### src/rtl/crtc_dma_arbiter_pkg.sv
// Shared types and counter widths for the CRTC row-fetch DMA arbiter.
// The state encoding is fixed so debug taps read the same on every build.
package crtc_dma_arbiter_pkg;

  typedef enum logic [2:0] {
    ST_IDLE   = 3'd0,
    ST_REQ    = 3'd1,
    ST_SETTLE = 3'd2,
    ST_GRANT  = 3'd3,
    ST_HOLD   = 3'd4
  } arb_state_t;

  localparam int SETTLE_CNT_W = 4;
  localparam int HOLD_CNT_W   = 4;
  localparam int WAIT_CNT_W   = 10;

  // Saturating increment: the acknowledge wait counter never wraps.
  function automatic logic [WAIT_CNT_W-1:0] wait_inc(input logic [WAIT_CNT_W-1:0] v);
    return (&v) ? v : v + 1'b1;
  endfunction

endpackage

### src/rtl/crtc_dma_addr_mux.sv
// Shared RAM port steering: CPU side by default, CRTC DMA address once the
// bus has been handed over. CPU writes only pass while the CPU truly owns RAM.
module crtc_dma_addr_mux #(
  parameter int ADR_W = 17
) (
  input  logic             dma_sel,
  input  logic             cpu_we_en,
  input  logic [ADR_W-1:0] cpu_adr,
  input  logic [ADR_W-1:0] crtc_adr,
  input  logic [7:0]       cpu_dout,
  input  logic             cpu_mem_we,
  output logic [ADR_W-1:0] ram_adr,
  output logic [7:0]       ram_din,
  output logic             ram_we
);

  genvar gi;
  generate
    for (gi = 0; gi < ADR_W; gi++) begin : g_adr
      assign ram_adr[gi] = dma_sel ? crtc_adr[gi] : cpu_adr[gi];
    end
  endgenerate

  assign ram_din = cpu_dout;
  assign ram_we  = cpu_mem_we & cpu_we_en & ~dma_sel;

endmodule

### src/rtl/crtc_dma_arbiter.sv
// CPU-side responder for the CRTC busreq/busack DMA handshake: requests the
// Z80 bus, waits for BUSAK plus a turnaround interval, then grants the CRTC.
module crtc_dma_arbiter
  import crtc_dma_arbiter_pkg::*;
#(
  parameter int ADR_W       = 17,
  parameter int SETTLE      = 2,
  parameter int HOLDOFF     = 4,
  parameter int ACK_TIMEOUT = 1023
) (
  input  logic             clk,
  input  logic             rst_n,
  input  logic             crtc_busreq,
  output logic             crtc_busack,
  input  logic [ADR_W-1:0] crtc_adr,
  output logic [7:0]       crtc_data,
  output logic             cpu_busrq_n,
  input  logic             cpu_busak_n,
  input  logic [ADR_W-1:0] cpu_adr,
  input  logic [7:0]       cpu_dout,
  input  logic             cpu_mem_we,
  output logic [ADR_W-1:0] ram_adr,
  output logic [7:0]       ram_din,
  output logic             ram_we,
  input  logic [7:0]       ram_dout,
  output logic             dma_active,
  output logic             ack_timeout
);

  // Terminal counts; a zero HOLDOFF still costs one HOLD cycle.
  localparam logic [SETTLE_CNT_W-1:0] SETTLE_LAST = SETTLE_CNT_W'((SETTLE == 0) ? 0 : SETTLE - 1);
  localparam logic [HOLD_CNT_W-1:0]   HOLD_LAST   = HOLD_CNT_W'((HOLDOFF == 0) ? 0 : HOLDOFF - 1);
  localparam logic [WAIT_CNT_W-1:0]   ACK_LIMIT   = WAIT_CNT_W'(ACK_TIMEOUT);

  arb_state_t              state_reg;
  logic [SETTLE_CNT_W-1:0] settle_cnt_reg;
  logic [HOLD_CNT_W-1:0]   hold_cnt_reg;
  logic [WAIT_CNT_W-1:0]   wait_cnt_reg;
  logic [WAIT_CNT_W-1:0]   wait_cnt_next;
  logic                    busack_reg;
  logic                    busrq_n_reg;
  logic                    dma_active_reg;
  logic                    ack_timeout_reg;
  logic                    dma_sel;
  logic                    cpu_we_en;

  assign wait_cnt_next = wait_inc(wait_cnt_reg);

  always_ff @(posedge clk or negedge rst_n) begin
    if (!rst_n) begin
      state_reg       <= ST_IDLE;
      settle_cnt_reg  <= '0;
      hold_cnt_reg    <= '0;
      wait_cnt_reg    <= '0;
      busack_reg      <= 1'b0;
      busrq_n_reg     <= 1'b1;
      dma_active_reg  <= 1'b0;
      ack_timeout_reg <= 1'b0;
    end else begin
      case (state_reg)
        ST_IDLE: begin
          if (crtc_busreq) begin
            state_reg    <= ST_REQ;
            busrq_n_reg  <= 1'b0;
            wait_cnt_reg <= '0;
          end
        end
        ST_REQ: begin
          wait_cnt_reg <= wait_cnt_next;
          if (wait_cnt_next >= ACK_LIMIT) ack_timeout_reg <= 1'b1;
          // BUSAK wins over a withdrawal: the CPU has already let go of the bus.
          if (!cpu_busak_n) begin
            if (SETTLE == 0) begin
              state_reg      <= ST_GRANT;
              busack_reg     <= 1'b1;
              dma_active_reg <= 1'b1;
            end else begin
              state_reg      <= ST_SETTLE;
              settle_cnt_reg <= '0;
            end
          end else if (!crtc_busreq) begin
            state_reg   <= ST_IDLE;
            busrq_n_reg <= 1'b1;
          end
        end
        ST_SETTLE: begin
          if (!crtc_busreq) begin
            state_reg    <= ST_HOLD;
            busrq_n_reg  <= 1'b1;
            hold_cnt_reg <= '0;
          end else if (settle_cnt_reg == SETTLE_LAST) begin
            state_reg      <= ST_GRANT;
            busack_reg     <= 1'b1;
            dma_active_reg <= 1'b1;
          end else begin
            settle_cnt_reg <= settle_cnt_reg + 1'b1;
          end
        end
        ST_GRANT: begin
          // A BUSAK glitch here is ignored; only the CRTC ends the grant.
          if (!crtc_busreq) begin
            state_reg      <= ST_HOLD;
            busack_reg     <= 1'b0;
            dma_active_reg <= 1'b0;
            busrq_n_reg    <= 1'b1;
            hold_cnt_reg   <= '0;
          end
        end
        ST_HOLD: begin
          if (hold_cnt_reg >= HOLD_LAST) state_reg <= ST_IDLE;
          else hold_cnt_reg <= hold_cnt_reg + 1'b1;
        end
        default: state_reg <= ST_IDLE;
      endcase
    end
  end

  assign dma_sel   = (state_reg == ST_SETTLE) || (state_reg == ST_GRANT);
  assign cpu_we_en = (state_reg == ST_IDLE) || (state_reg == ST_HOLD);

  crtc_dma_addr_mux #(.ADR_W(ADR_W)) u_addr_mux (
    .dma_sel    (dma_sel),
    .cpu_we_en  (cpu_we_en),
    .cpu_adr    (cpu_adr),
    .crtc_adr   (crtc_adr),
    .cpu_dout   (cpu_dout),
    .cpu_mem_we (cpu_mem_we),
    .ram_adr    (ram_adr),
    .ram_din    (ram_din),
    .ram_we     (ram_we)
  );

  assign crtc_data   = ram_dout;
  assign crtc_busack = busack_reg;
  assign cpu_busrq_n = busrq_n_reg;
  assign dma_active  = dma_active_reg;
  assign ack_timeout = ack_timeout_reg;

endmodule

### config.mk
export PLATFORM = sky130hd
export DESIGN_NAME = crtc_dma_arbiter
export DESIGN_NICKNAME = d
export VERILOG_FILES = /design/src/rtl/crtc_dma_arbiter_pkg.sv /design/src/rtl/crtc_dma_addr_mux.sv /design/src/rtl/crtc_dma_arbiter.sv
export SDC_FILE = /design/constraint.sdc
export NUM_CORES = 1
export LEC_CHECK = 0
export ABC_AREA = 1
export BUFFER_PORTS_ARGS = -buffer_cell sky130_fd_sc_hd__clkbuf_2
export CAP_MARGIN = 25
export CORE_MARGIN = 8
export CORE_UTILIZATION = 49
export DETAILED_ROUTE_END_ITERATION = 7
export PLACE_DENSITY = 0.94
export SYNTH_ARGS = -nofsm -noshare
export SYNTH_HDL_FRONTEND = slang
export SYNTH_SLANG_ARGS = --single-unit
### constraint.sdc
create_clock -name clk -period 3.5 [get_ports clk]
set_input_delay 0.175 -clock clk [delete_from_list [all_inputs] [get_ports clk]]
set_output_delay 0.175 -clock clk [all_outputs]
set_load 0.01 [all_outputs]
==> results of run 1 <==
==> per-stage QoR <==
stage / cell area (µm²) / utilization
after floorplan: 1765 / -
after global placement: 1968 / 0.5543
after detailed placement: 1968 / 0.5543
after CTS: 2031 / 0.5719
after global routing: 2031 / 0.5719
final: 2031 / 0.5719
==> cells in the mapped netlist (3+ instances only) <==
library cell,n
nand2_2,6
o21ai_1,7
o22ai_1,3
dfrtp_1,23
ha_1,4
a21oi_1,6
inv_2,5
inv_1,22
o21ai_0,10
nand3_1,15
nand2_1,99
buf_4,17
nor2_1,21
==> layout by cell type (no fill, tap or decap), types with 2 or more instances in the layout <==
| cell type | instances |
|---|---|
| nand2_1 | 99 |
| dfrtp_1 | 23 |
| nor2_1 | 21 |
| o22ai_1 | 3 |
| nor2_2 | 2 |
| inv_1 | 22 |
| clkbuf_4 | 3 |
| inv_2 | 5 |
| o21ai_0 | 10 |
| ha_1 | 4 |
| nand2_2 | 6 |
| nand4_1 | 2 |
| clkbuf_2 | 60 |
| nand3_1 | 15 |
| a21oi_1 | 6 |
| nor2_4 | 2 |
| o21ai_1 | 7 |
==> layout make-up <==
class                           count  area share
Clock inverter                      1     0.01479
Inverter                           29     0.05484
Clock buffer                        3     0.01109
Sequential cell                    24      0.2964
Multi-Input combinational cell    188      0.4405
Tap cell                           48     0.02957
Timing Repair Buffer               61      0.1528
==> how the worst max path moves through the flow <==
stage / from / slack, ns / to / depth (start not counted)
4_1_cts: state_reg[2] / 1.65 / ram_adr[14] / 6
3_5_place_dp: state_reg[2] / 1.81 / state_reg[0] / 8
3_3_place_gp: state_reg[2] / 1.88 / settle_cnt_reg[3] / 9
2_1_floorplan: wait_cnt_reg[1] / 2.03 / ack_timeout / 10
6_report: state_reg[2] / 1.67 / ram_adr[14] / 6
5_1_grt: state_reg[2] / 1.51 / ram_adr[9] / 6
==> cells by family (layout without fill, tap and decap cells) <==
group / count (synthesis) / after routing
DFF: 24 / 24
xor gates and xnor gates: 1 / 1
and+or+nand+nor: 150 / 150
AOI/OAI and AO/OA: 33 / 33
adders and majority gates: 4 / 4
buffers and inverters: 50 / 94
==> layer usage <==
layer  global-route usage  wire length, µm  vias up
li1                     -                -      899
met1               0.1733             1791      795
met2               0.2536             2014       91
met3              0.08608              542        7
met4              0.04314               44        0
met5                    0                0        -
==> worst max-delay path, stage by stage, from the launching register on <==
cell and delay, ns:
dfrtp_1 0.48, inv_2 0.09, nand2_2 0.22, inv_4 0.24, nand2_1 0.07, nand2_1 0.08
clkbuf_2 0.13
==> power by group through the flow <==
stage	Sequential, W	Combinational (W)	Clock (W)
global placement	0.000446	0.000706	0
floorplan	0.000433	0.000537	0
finish	0.000442	0.000733	0.000211
CTS	0.000442	0.000740	0.000214
global route	0.000457	0.000842	0.000222
detailed placement	0.000448	0.000740	0
==> what timing repair did <==
action	CTS	global route
endpoints found under the hold margin	23	0
gates resized for setup	0	0
hold buffers	1	0
==> results.sh, run 1 <==
export IMPL_synth_distinct_cells=32
export IMPL_syn_area_um2=1765
export IMPL_io_buffers=60
export IMPL_io_pins=93
export IMPL_rsz0062_at_grt="false"
export IMPL_crit_fanout=20
export IMPL_skew_ns=0.009639
export IMPL_cts_tree="done"
export IMPL_overflow=0
export IMPL_hold_violations=0
export IMPL_post_place_ws_ns=1.806
export IMPL_multi_input_area_um2=894.6
export IMPL_place_gp_congestion=0.9307
export IMPL_cts_htree_levels=1
export IMPL_rows=22
export IMPL_final_antenna_net_count=0
export IMPL_postSynthNetCount=321
export IMPL_core_um2=3551
export IMPL_p_comb_frac=0.529
export IMPL_setup_slack_ns=1.668
export IMPL_slew_viol_final=0
export IMPL_yosys_area_top_type="dfrtp_1"
export IMPL_netlist_instances=262
export IMPL_first_pass_iters=4
export IMPL_yosysSeqAreaShare=0.3409
export IMPL_critPathArrivalTime_ns=1.66
export IMPL_clock_latency_ns=0.34
export IMPL_p_per_area_nw_per_um2=682.4
export IMPL_wl_per_cell_um=12.41
export IMPL_switching_power_w=0.0006566
export IMPL_synth_compound_area_share=0.1091
export IMPL_instances_no_fill=354
export IMPL_diodes=0
export IMPL_grt_pass1_wl_mm=7.776
export IMPL_max_cap_violations=0
export IMPL_ir_drop_mv=0.4193
export IMPL_yosys_warnings=0
export IMPL_synthArstFlopShare=1.000
export IMPL_grt_max_degree=25
export IMPL_dp_cells=349
export IMPL_worstHoldPathCells=4
export IMPL_relSlewSlack=0.5907
export IMPL_start_kind="flop"
export IMPL_tns_ns=0
export IMPL_hold_path_startpoint="crtc_busreq"
export IMPL_synthMuxAreaShare=0
export IMPL_reg2reg_to="state_reg[0]"
export IMPL_seqCellArea_um2=601.8
export IMPL_path_clk_slew_ns=0.15
export IMPL_cts_buffers=3
export IMPL_synthAdderAreaFrac=0.02835
export IMPL_fmax_ghz=0.5460
export IMPL_critPathRequiredTime_ns=3.32
export IMPL_die_w_um=76.03
export IMPL_antenna_found_initial=0
export IMPL_synth_edff_count=0
export IMPL_postCtsSetupBuffers=0
export IMPL_start_util=0.4972
export IMPL_nFillCells=318
export IMPL_track_usage=0.1571
export IMPL_p_sw_frac=0.4739
export IMPL_fp_dieH_um=76.03
export IMPL_vias_per_cell=5.062
export IMPL_reg2reg_slack_ns=1.78
export IMPL_hold_end="state_reg[2]"
export IMPL_num_vias=1792
export IMPL_nNetsFinal=366
export IMPL_routed_wl_mm=4.394
export IMPL_p_int_w=0.0007291
export IMPL_yosysTopAreaCellShare=0.3260
export IMPL_endpoint_kind="primary output"
export IMPL_largest_reg_flops=10
export IMPL_netlist_top_cells_area="dfrtp_1, nand2_1, buf_4, inv_1, nor2_1"
export IMPL_post_synth_and_or_nand_nor_area_fraction=0.3643
export IMPL_drt_iter0_markers=125
export IMPL_worst_pin_slew_ns=0.6140
export IMPL_min_period_ns=1.832
export IMPL_synth_xor_area_frac=0.004961
export IMPL_area_delta_synth_final_pct=15.02
export IMPL_die_area_um2=5780
export IMPL_synth_top_family_by_area="simple AND/OR/NAND/NOR gates"
export IMPL_fin_crit_sh=0.5233
export IMPL_reg2regPathDepth=8
export IMPL_setup_viol=0
export IMPL_root_buffer="clkbuf_4"
export IMPL_status="complete, no violations"
export IMPL_clockBufferDepth=2
export IMPL_post_route_cells_drive_above_1_share=0.2810
export IMPL_hold_ws_ns=0.2275
export IMPL_worstSetupPathType="reg2out"
export IMPL_leakagePower_nw=1.139
export IMPL_clock_sinks=24
export IMPL_reg2reg_from="state_reg[2]"
export IMPL_synth_seq_cells=24
export IMPL_p_clk_frac=0.152
export IMPL_hpwl_mm=3.612
export IMPL_route_detailed_drc=0
export IMPL_power_frac_seq=0.319
export IMPL_synth_ff_type="dfrtp_1"
export IMPL_power_total_w=0.001386
export IMPL_synth_area_per_cell_um2=6.738
export IMPL_min_path_type="in2reg"
export IMPL_grt_pass1_vias=1831
Power figures use the tool's default switching activity.
==> inputs of run 2 (changes only) <==
--- a/config.mk
+++ b/config.mk
@@ -9,9 +9,9 @@
 export BUFFER_PORTS_ARGS = -buffer_cell sky130_fd_sc_hd__clkbuf_2
 export CAP_MARGIN = 25
 export CORE_MARGIN = 8
-export CORE_UTILIZATION = 49
+export CORE_UTILIZATION = 45
 export DETAILED_ROUTE_END_ITERATION = 7
-export PLACE_DENSITY = 0.94
+export PLACE_DENSITY = 0.88
 export SYNTH_ARGS = -nofsm -noshare
 export SYNTH_HDL_FRONTEND = slang
 export SYNTH_SLANG_ARGS = --single-unit
==> constraint.sdc (replaced) <==
create_clock -name clk -period 1.7 [get_ports clk]
set_input_delay 0.085 -clock clk [delete_from_list [all_inputs] [get_ports clk]]
set_output_delay 0.085 -clock clk [all_outputs]
set_load 0.01 [all_outputs]
==> results.sh, run 2 (synthesis results as in run 1) <==
export IMPL_status="complete, no violations"
export IMPL_cp_common_cell="nor2_1"
export IMPL_max_cap_violations=0
export IMPL_clockBufferDepth=2
export IMPL_die_w_um=78.64
export IMPL_relSlewSlack=0.5862
export IMPL_cts_buffers=3
export IMPL_setup_viol=0
export IMPL_min_period_ns=1.694
export IMPL_cp_slowest_cell="dfrtp_1"
export IMPL_die_area_um2=6183
export IMPL_critPathRequiredTime_ns=1.86
export IMPL_first_pass_iters=4
export IMPL_slowest_delay_ns=0.43
export IMPL_antenna_found_initial=0
export IMPL_leakagePower_nw=1.178
export IMPL_rows=22
export IMPL_worst_pin_slew_ns=0.6207
export IMPL_drt_iter0_markers=105
export IMPL_hold_violations=0
export IMPL_grt_pass1_wl_mm=8.024
export IMPL_dp_cells=352
export IMPL_path_buf_inv=1
export IMPL_ir_drop_mv=0.7948
export IMPL_core_um2=3716
export IMPL_min_path_type="in2out"
export IMPL_start_util=0.4751
export IMPL_track_usage=0.1546
export IMPL_start_kind="flop"
export IMPL_final_area_um2=2118
export IMPL_fp_dieH_um=78.64
export IMPL_root_buffer="clkbuf_8"
export IMPL_post_route_cells_drive_above_1_share=0.3111
export IMPL_fmax_ghz=0.5903
export IMPL_clock_latency_ns=0.26
export IMPL_worstSetupPathType="reg2reg"
export IMPL_largest_reg_flops=10
export IMPL_critPathArrivalTime_ns=1.85
export IMPL_instances_no_fill=363
export IMPL_power_total_w=0.002889
export IMPL_vias_per_cell=5.146
export IMPL_diodes=0
export IMPL_cts_tree="done"
export IMPL_p_sw_frac=0.4733
export IMPL_place_gp_congestion=0.9514
export IMPL_crit_family="simple AND/OR/NAND/NOR gates"
export IMPL_power_frac_seq=0.318
export IMPL_clock_sinks=24
export IMPL_io_pins=93
export IMPL_route_detailed_drc=0
export IMPL_io_buffers=60
export IMPL_endpoint_kind="flop"
export IMPL_cts_htree_levels=1
export IMPL_nFillCells=347
export IMPL_p_clk_frac=0.132
export IMPL_switching_power_w=0.001367
export IMPL_num_vias=1868
export IMPL_p_per_area_nw_per_um2=1364
export IMPL_routed_wl_mm=4.932
export IMPL_final_antenna_net_count=0
export IMPL_hpwl_mm=3.853
export IMPL_crit_fanout=5
export IMPL_nNetsFinal=375
export IMPL_wl_per_cell_um=13.59
export IMPL_p_comb_frac=0.550
export IMPL_overflow=0
export IMPL_placed_cell_area_um2=1991
export IMPL_mostFrequentLayoutCell="nand2_1"
export IMPL_path_clk_slew_ns=0.08
export IMPL_p_int_w=0.001521
export IMPL_slew_viol_final=0
export IMPL_grt_pass1_vias=1861
export IMPL_fin_crit_sh=0.9964
export IMPL_layout_common_cells="nand2_1, clkbuf_2, dfrtp_1"
export IMPL_skew_ns=0.001664
export IMPL_crit_chain="ha_2 -> nand2_2 -> nor2_4 -> buf_4 -> nand3_2 -> nor2_1 -> nor2_1 -> a31o_2"
export IMPL_grt_max_degree=25
export IMPL_area_delta_synth_final_pct=19.99
## run 2: final cells by class
class | instances | area, µm² | share of cell area
Multi-Input combinational cell | 189 | 919.6 | 0.4341
Sequential cell | 24 | 601.8 | 0.2841
Timing Repair Buffer | 69 | 370.4 | 0.1748
Inverter | 29 | 111.4 | 0.05257
Tap cell | 48 | 60.06 | 0.02835
Clock buffer | 4 | 55.05 | 0.02599
## run 2: path summary, 6_finish.rpt
check                           startpoint              end  slack [ns]  depth (start not counted)
hold reg to reg                ack_timeout      ack_timeout        0.49                          1
setup reg to reg           wait_cnt_reg[1]  wait_cnt_reg[1]       0.006                          8
hold / removal                 ram_dout[1]     crtc_data[1]        0.17                          0
max in group asynchronous            rst_n     state_reg[1]        0.93                          2
min in group asynchronous            rst_n  wait_cnt_reg[5]        0.37                          2
setup / recovery           wait_cnt_reg[1]  wait_cnt_reg[1]       0.006                          8
## run 2: metrics by stage
| stage | util | hold WS, ns | TNS (ns) | worst slack, ns |
|---|---|---|---|---|
| 2_1_floorplan | - | -0.2106 | 0 | 0.2277 |
| 3_3_place_gp | 0.5357 | 0.1145 | 0 | 0.1329 |
| 3_5_place_dp | 0.5357 | 0.1293 | 0 | 0.04152 |
| 4_1_cts | 0.5532 | 0.1701 | 0 | 0.01095 |
| 5_1_grt | 0.5700 | 0.1700 | -0.1343 | -0.06815 |
| 6_report | 0.5700 | 0.1700 | 0 | 0.006071 |
## run 2: power groups by stage
stage / registers [W] / clock network, W / logic [W]
final: 0.000918 / 0.000383 / 0.00159
after global routing: 0.000938 / 0.000418 / 0.00182
after CTS: 0.000916 / 0.000398 / 0.00155
after detailed placement: 0.000927 / 0 / 0.00154
after global placement: 0.000915 / 0 / 0.00150
after floorplan: 0.000892 / 0 / 0.00111
## run 2: layer usage
metal | track usage | share of wire
met1 | 0.1676 | 0.38
met2 | 0.2643 | 0.50
met3 | 0.06834 | 0.12
met4 | 0.04630 | 0.0067
met5 | 0.008333 | 0
## run 2: what timing repair did
item | in CTS | in global routing
buffers inserted | 0 | 5
hold buffers | 1 | 0
endpoints found under the setup margin | 0 | 3
resized for setup | 0 | 6
hold endpoints to repair | 23 | 0
